==> config.mk <==
export PLATFORM = sky130hd
export DESIGN_NAME = dac_serializer
export DESIGN_NICKNAME = d
export VERILOG_FILES = /design/src/rtl/mawg_pkg.sv /design/src/rtl/dac_serializer_sclk_gen.sv /design/src/rtl/dac_serializer.sv
export SDC_FILE = /design/constraint.sdc
export NUM_CORES = 1
export LEC_CHECK = 0
export CAP_MARGIN = 10
export CORE_ASPECT_RATIO = 0.9
export CORE_MARGIN = 2
export CORE_UTILIZATION = 61
export DETAILED_ROUTE_END_ITERATION = 7
export DONT_BUFFER_PORTS = 1
export PLACE_DENSITY = 0.77
export SYNTH_ARGS = -nofsm -noshare
export SYNTH_HDL_FRONTEND = slang
export SYNTH_HIERARCHICAL = 1
export SYNTH_SLANG_ARGS = --single-unit
==> constraint.sdc <==
create_clock -name clk -period 3.2 [get_ports clk]
set_clock_uncertainty 0.05 [all_clocks]
set_input_delay 0.64 -clock clk [delete_from_list [all_inputs] [get_ports clk]]
set_output_delay 0.64 -clock clk [all_outputs]
set_load 0.1 [all_outputs]
==> src/rtl/mawg_pkg.sv <==
// Shared definitions for the waveform generator output stages: serializer state
// encoding and the signed-to-offset-binary conversion used by every DAC output.
package mawg_pkg;

    typedef enum logic [1:0] {
        S_IDLE  = 2'd0,
        S_SHIFT = 2'd1,
        S_GAP   = 2'd2
    } ser_state_e;

    // Widest sample any DAC output may carry; callers zero/sign-extend into this.
    localparam int unsigned OB_MAX_W = 64;

    // Two's complement to offset binary is a flip of the sign bit at position w-1.
    function automatic logic [OB_MAX_W-1:0] to_offset_binary(
        input logic [OB_MAX_W-1:0] s,
        input int unsigned         w
    );
        logic [OB_MAX_W-1:0] msb_mask;
        msb_mask        = '0;
        msb_mask[w-1]   = 1'b1;
        return s ^ msb_mask;
    endfunction

endpackage

==> src/rtl/dac_serializer_sclk_gen.sv <==
// Phase timer for the serial clock: emits one-cycle rise/fall strobes every DIV
// clk cycles while enabled, starting from the low phase after a clear.
module sclk_gen
    import mawg_pkg::*;
#(
    parameter int DIV = 2
) (
    input  logic clk,
    input  logic rst,
    input  logic en_i,
    input  logic clear_i,
    output logic rise_tick_o,
    output logic fall_tick_o
);

    localparam int CW = (DIV > 1) ? $clog2(DIV) : 1;

    logic [CW-1:0] cnt_q;
    logic [CW-1:0] cnt_d;
    logic          phase_q;
    logic          phase_d;
    logic          tick;

    assign tick = en_i && !clear_i && (cnt_q == CW'(DIV - 1));

    always_comb begin
        cnt_d   = cnt_q;
        phase_d = phase_q;
        if (clear_i) begin
            cnt_d   = '0;
            phase_d = 1'b0;
        end else if (en_i) begin
            if (tick) begin
                cnt_d   = '0;
                phase_d = ~phase_q;
            end else begin
                cnt_d = cnt_q + 1'b1;
            end
        end
    end

    always_ff @(posedge clk or negedge rst) begin
        if (!rst) begin
            cnt_q   <= '0;
            phase_q <= 1'b0;
        end else begin
            cnt_q   <= cnt_d;
            phase_q <= phase_d;
        end
    end

    // phase_q low means the current half-period is the sclk-low phase.
    assign rise_tick_o = tick && !phase_q;
    assign fall_tick_o = tick &&  phase_q;

endmodule

==> src/rtl/dac_serializer.sv <==
// Serial DAC output stage: captures one signed sample per frame, converts it to
// offset binary and shifts it out MSB-first on sclk/sdata/cs_n.
module dac_serializer
    import mawg_pkg::*;
#(
    parameter int M   = 16,
    parameter int DIV = 2,
    parameter int GAP = 2
) (
    input  logic                clk,
    input  logic                rst,
    input  logic signed [M-1:0] sample,
    input  logic                valid,
    output logic                ready,
    output logic                sclk,
    output logic                sdata,
    output logic                cs_n,
    output logic                frame_done
);

    localparam int BW = $clog2(M);
    localparam int GW = (GAP > 1) ? $clog2(GAP) : 1;

    ser_state_e    state_q, state_d;
    logic [M-1:0]  shreg_q, shreg_d;
    logic [BW-1:0] bitcnt_q, bitcnt_d;
    logic [GW-1:0] gapcnt_q, gapcnt_d;
    logic          ready_q, ready_d;
    logic          sclk_q, sclk_d;
    logic          sdata_q, sdata_d;
    logic          cs_n_q, cs_n_d;
    logic          frame_done_q, frame_done_d;

    logic          accept;
    logic          rise_tick;
    logic          fall_tick;
    logic [M-1:0]  conv;

    assign conv = M'(to_offset_binary(OB_MAX_W'(sample), M));

    sclk_gen #(
        .DIV(DIV)
    ) u_sclk_gen (
        .clk        (clk),
        .rst        (rst),
        .en_i       (state_q == S_SHIFT),
        .clear_i    (accept),
        .rise_tick_o(rise_tick),
        .fall_tick_o(fall_tick)
    );

    always_comb begin
        state_d      = state_q;
        shreg_d      = shreg_q;
        bitcnt_d     = bitcnt_q;
        gapcnt_d     = gapcnt_q;
        ready_d      = 1'b0;
        sclk_d       = sclk_q;
        sdata_d      = sdata_q;
        cs_n_d       = cs_n_q;
        frame_done_d = 1'b0;
        accept       = 1'b0;

        case (state_q)
            S_IDLE: begin
                // ready_q gates acceptance so the first edge after reset only raises ready.
                ready_d = 1'b1;
                cs_n_d  = 1'b1;
                sclk_d  = 1'b0;
                if (valid && ready_q) begin
                    accept   = 1'b1;
                    ready_d  = 1'b0;
                    shreg_d  = conv;
                    bitcnt_d = BW'(M - 1);
                    sdata_d  = conv[M-1];
                    cs_n_d   = 1'b0;
                    state_d  = S_SHIFT;
                end
            end

            S_SHIFT: begin
                cs_n_d = 1'b0;
                if (rise_tick) begin
                    sclk_d = 1'b1;
                end else if (fall_tick) begin
                    sclk_d = 1'b0;
                    if (bitcnt_q != '0) begin
                        shreg_d  = shreg_q << 1;
                        sdata_d  = shreg_q[M-2];
                        bitcnt_d = bitcnt_q - 1'b1;
                    end else begin
                        cs_n_d       = 1'b1;
                        frame_done_d = 1'b1;
                        gapcnt_d     = '0;
                        state_d      = S_GAP;
                    end
                end
            end

            S_GAP: begin
                cs_n_d = 1'b1;
                sclk_d = 1'b0;
                if (gapcnt_q == GW'(GAP - 1)) begin
                    ready_d = 1'b1;
                    state_d = S_IDLE;
                end else begin
                    gapcnt_d = gapcnt_q + 1'b1;
                end
            end

            default: begin
                cs_n_d  = 1'b1;
                sclk_d  = 1'b0;
                state_d = S_IDLE;
            end
        endcase
    end

    always_ff @(posedge clk or negedge rst) begin
        if (!rst) begin
            state_q      <= S_IDLE;
            shreg_q      <= '0;
            bitcnt_q     <= '0;
            gapcnt_q     <= '0;
            ready_q      <= 1'b0;
            sclk_q       <= 1'b0;
            sdata_q      <= 1'b0;
            cs_n_q       <= 1'b1;
            frame_done_q <= 1'b0;
        end else begin
            state_q      <= state_d;
            shreg_q      <= shreg_d;
            bitcnt_q     <= bitcnt_d;
            gapcnt_q     <= gapcnt_d;
            ready_q      <= ready_d;
            sclk_q       <= sclk_d;
            sdata_q      <= sdata_d;
            cs_n_q       <= cs_n_d;
            frame_done_q <= frame_done_d;
        end
    end

    assign ready      = ready_q;
    assign sclk       = sclk_q;
    assign sdata      = sdata_q;
    assign cs_n       = cs_n_q;
    assign frame_done = frame_done_q;

endmodule

==> results.json <==
{
  "synth_area_per_cell_um2": 12.7,
  "ys_seq_area_share_pct": 49.5,
  "multi_input_area_um2": 677,
  "syn_area_um2": 1470,
  "criticalPathCategory": "reg -> reg",
  "grt_overflow": 0,
  "synthCells": 116,
  "synth-seq-cells": 29,
  "worstMarginPinSlew_ps": 895,
  "cts.sinks": 29,
  "rows": 16,
  "p_leak_nw": 0.706,
  "fmax_mhz": 355,
  "slew_headroom_pct": 40.4,
  "hold_violations": 0,
  "route.detailed.wl_per_inst_um": 16.0,
  "grt_max_degree": 29,
  "dp_hpwl_mm": 1.60,
  "path_cells": "and4bb_1 -> nor3b_1 -> and4bb_2 -> a2bb2oi_4 -> mux2_2",
  "post_cts.repair.setup_buffers": 0,
  "synth_cell_types": 35,
  "place.port_buffers": 0,
  "viasPerCell": 6.02,
  "slew_violations": 0,
  "coreArea_um2": 2220,
  "n_antenna_cell": 0,
  "fillers": 162,
  "vias": 897,
  "worstPathRequired_ps": 3370,
  "ant_nets": 0,
  "grt_setup_unrepaired": "false",
  "die_h_um": 50.5,
  "worstPathMaxFanout": 18,
  "setup_tns_ps": 0,
  "track_usage_pct": 19.1,
  "place_inst": 140,
  "ir_worst_vdd_mv": 0.756,
  "htreeDepth": 2,
  "final_cell_mix": "mux2_2, dfrtp_1, nor2_1",
  "maxCapViolCount": 0,
  "die_w_um": 55.7,
  "synth_area_leaders": "dfrtp_1, mux2_2, buf_6",
  "cts-root-buf": "clkbuf_4",
  "synthArstFlopShare_pct": 100,
  "mostFrequentLayoutCell": "mux2_2",
  "nets": 141,
  "cts_hold_buf": 1,
  "syn_to_final_growth_pct": 5.37,
  "cellPowerDensity_nw_per_um2": 1140,
  "setup_viol": 0,
  "post_cts_resized": 0,
  "hold_class": "in -> async",
  "die-area_um2": 2820,
  "clock_path_buffers": 2,
  "syn_nets": 136,
  "fin_crit_ps": 2820,
  "stdcell_count": 149,
  "drc_errors": 0,
  "drive_gt1_share_pct": 39.3,
  "design.portCount": 24,
  "cp-start-kind": "flip-flop",
  "start_util_pct": 66.0,
  "outcome": "finished clean",
  "holdWs_ps": 67.3,
  "clkLatencyLatePin_ps": 320,
  "drt_iter0_markers": 17,
  "drt_first_pass_iters": 4,
  "synth_top_area_share_pct": 47.7,
  "crit_arrival_ps": 2990,
  "wirelength_mm": 2.38,
  "cpPeakStageDelay_ps": 640,
  "antenna_found_initial": 0,
  "regArea_um2": 727,
  "yosys_warnings": 6,
  "synth-main-ff-cell": "dfrtp_1",
  "finalCritPeriodShare_pct": 88.1,
  "yosysTopAreaCell": "dfrtp_1",
  "path_clk_slew_ps": 90,
  "grt_pass1_vias": 855,
  "cts_inserted_buffers": 5,
  "cts_tree": "done",
  "end_kind": "flip-flop",
  "grt_pass1_wl_mm": 4.00,
  "cpMaxStageDelayCell": "dfrtp_1",
  "gp_congestion": 0.847,
  "synth-edff-count": 0
}
## state kept, by name, indices dropped and copies added (netlist names)
register and cells:
shreg_q 15, u_sclk_gen/cnt_q 1, cs_n 1, gapcnt_q 1, sdata 1, state_q 2, u_sclk_gen/phase_q 1, sclk 1
bitcnt_q 4, frame_done 1, ready 1
## power by group
| part | switching [W] | internal, W |
|---|---|---|
| logic | 0.000319 | 0.000429 |
| clock network | 0.000127 | 0.0000826 |
| registers | 0.000266 | 0.000535 |
| total | 0.000712 | 0.00105 |
## cell usage after synthesis, types with 2 or more instances
master / instances
nand3_1: 2
mux2_4: 2
nand3b_1: 3
nor3_1: 4
nand2_1: 2
buf_6: 3
a21oi_1: 4
inv_1: 4
nor2_1: 6
dfrtp_1: 28
o21ai_0: 4
nor2b_1: 2
mux2_2: 29
or3_1: 2
## path summary, 6_finish.rpt
kind / end / depth (start not counted) / slack, ps / from
max: shreg_q[5] / 5 / 380 / state_q[0]
min: shreg_q[7] / 1 / 70 / rst
max reg2reg: shreg_q[5] / 5 / 380 / state_q[0]
min reg2reg: shreg_q[9] / 1 / 460 / shreg_q[9]
max in group asynchronous: sclk / 1 / 2870 / rst
min in group clk: shreg_q[0] / 2 / 460 / sample[0]
## layout make-up
| type | count | area share, % |
|---|---|---|
| multi-input combinational | 77 | 43.8 |
| timing repair buffer | 3 | 2.27 |
| inverter | 5 | 1.21 |
| clock buffer | 5 | 2.43 |
| sequential | 29 | 47.0 |
| clock inverter | 3 | 1.13 |
| tap | 27 | 2.18 |
## critical path, delay by kind of cell, from the launching register on
kind	cells	cell delay [ps]
and+or+nand+nor	3	1130
DFF	1	640
muxes	1	410
AOI/OAI and AO/OA	1	480
## cell families (layout without fill, tap and decap cells)
group / Yosys count / after routing / synth area share (%)
adders and majority gates: 1 / 1 / 0.852
AOI/OAI and AO/OA: 14 / 14 / 7.50
DFF: 29 / 29 / 49.5
muxes: 31 / 31 / 24.3
buffers and inverters: 10 / 16 / 4.35
xor gates and xnor gates: 1 / 1 / 0.597
and+or+nand+nor: 30 / 30 / 12.9
## metal layers
layer,vias to the layer above,global-route usage [%],routed length [µm]
met1,438,25.1,1060
met2,26,29.2,1160
li1,427,-,-
met3,6,5.93,118
met4,0,8.54,35
met5,-,0,0
## through the flow
stage                     utilization, %  worst slack [ps]  instance area (µm²)  power [W]
final                               69.6               380                 1550    0.00176
after detailed placement            66.2               433                 1470    0.00155
after CTS                           69.6               400                 1550    0.00177
after global routing                69.6               201                 1550    0.00188
after global placement              66.2               511                 1470    0.00151
after floorplan                        -               443                 1470    0.00145
Note: power is estimated with default switching activity, not from simulation.
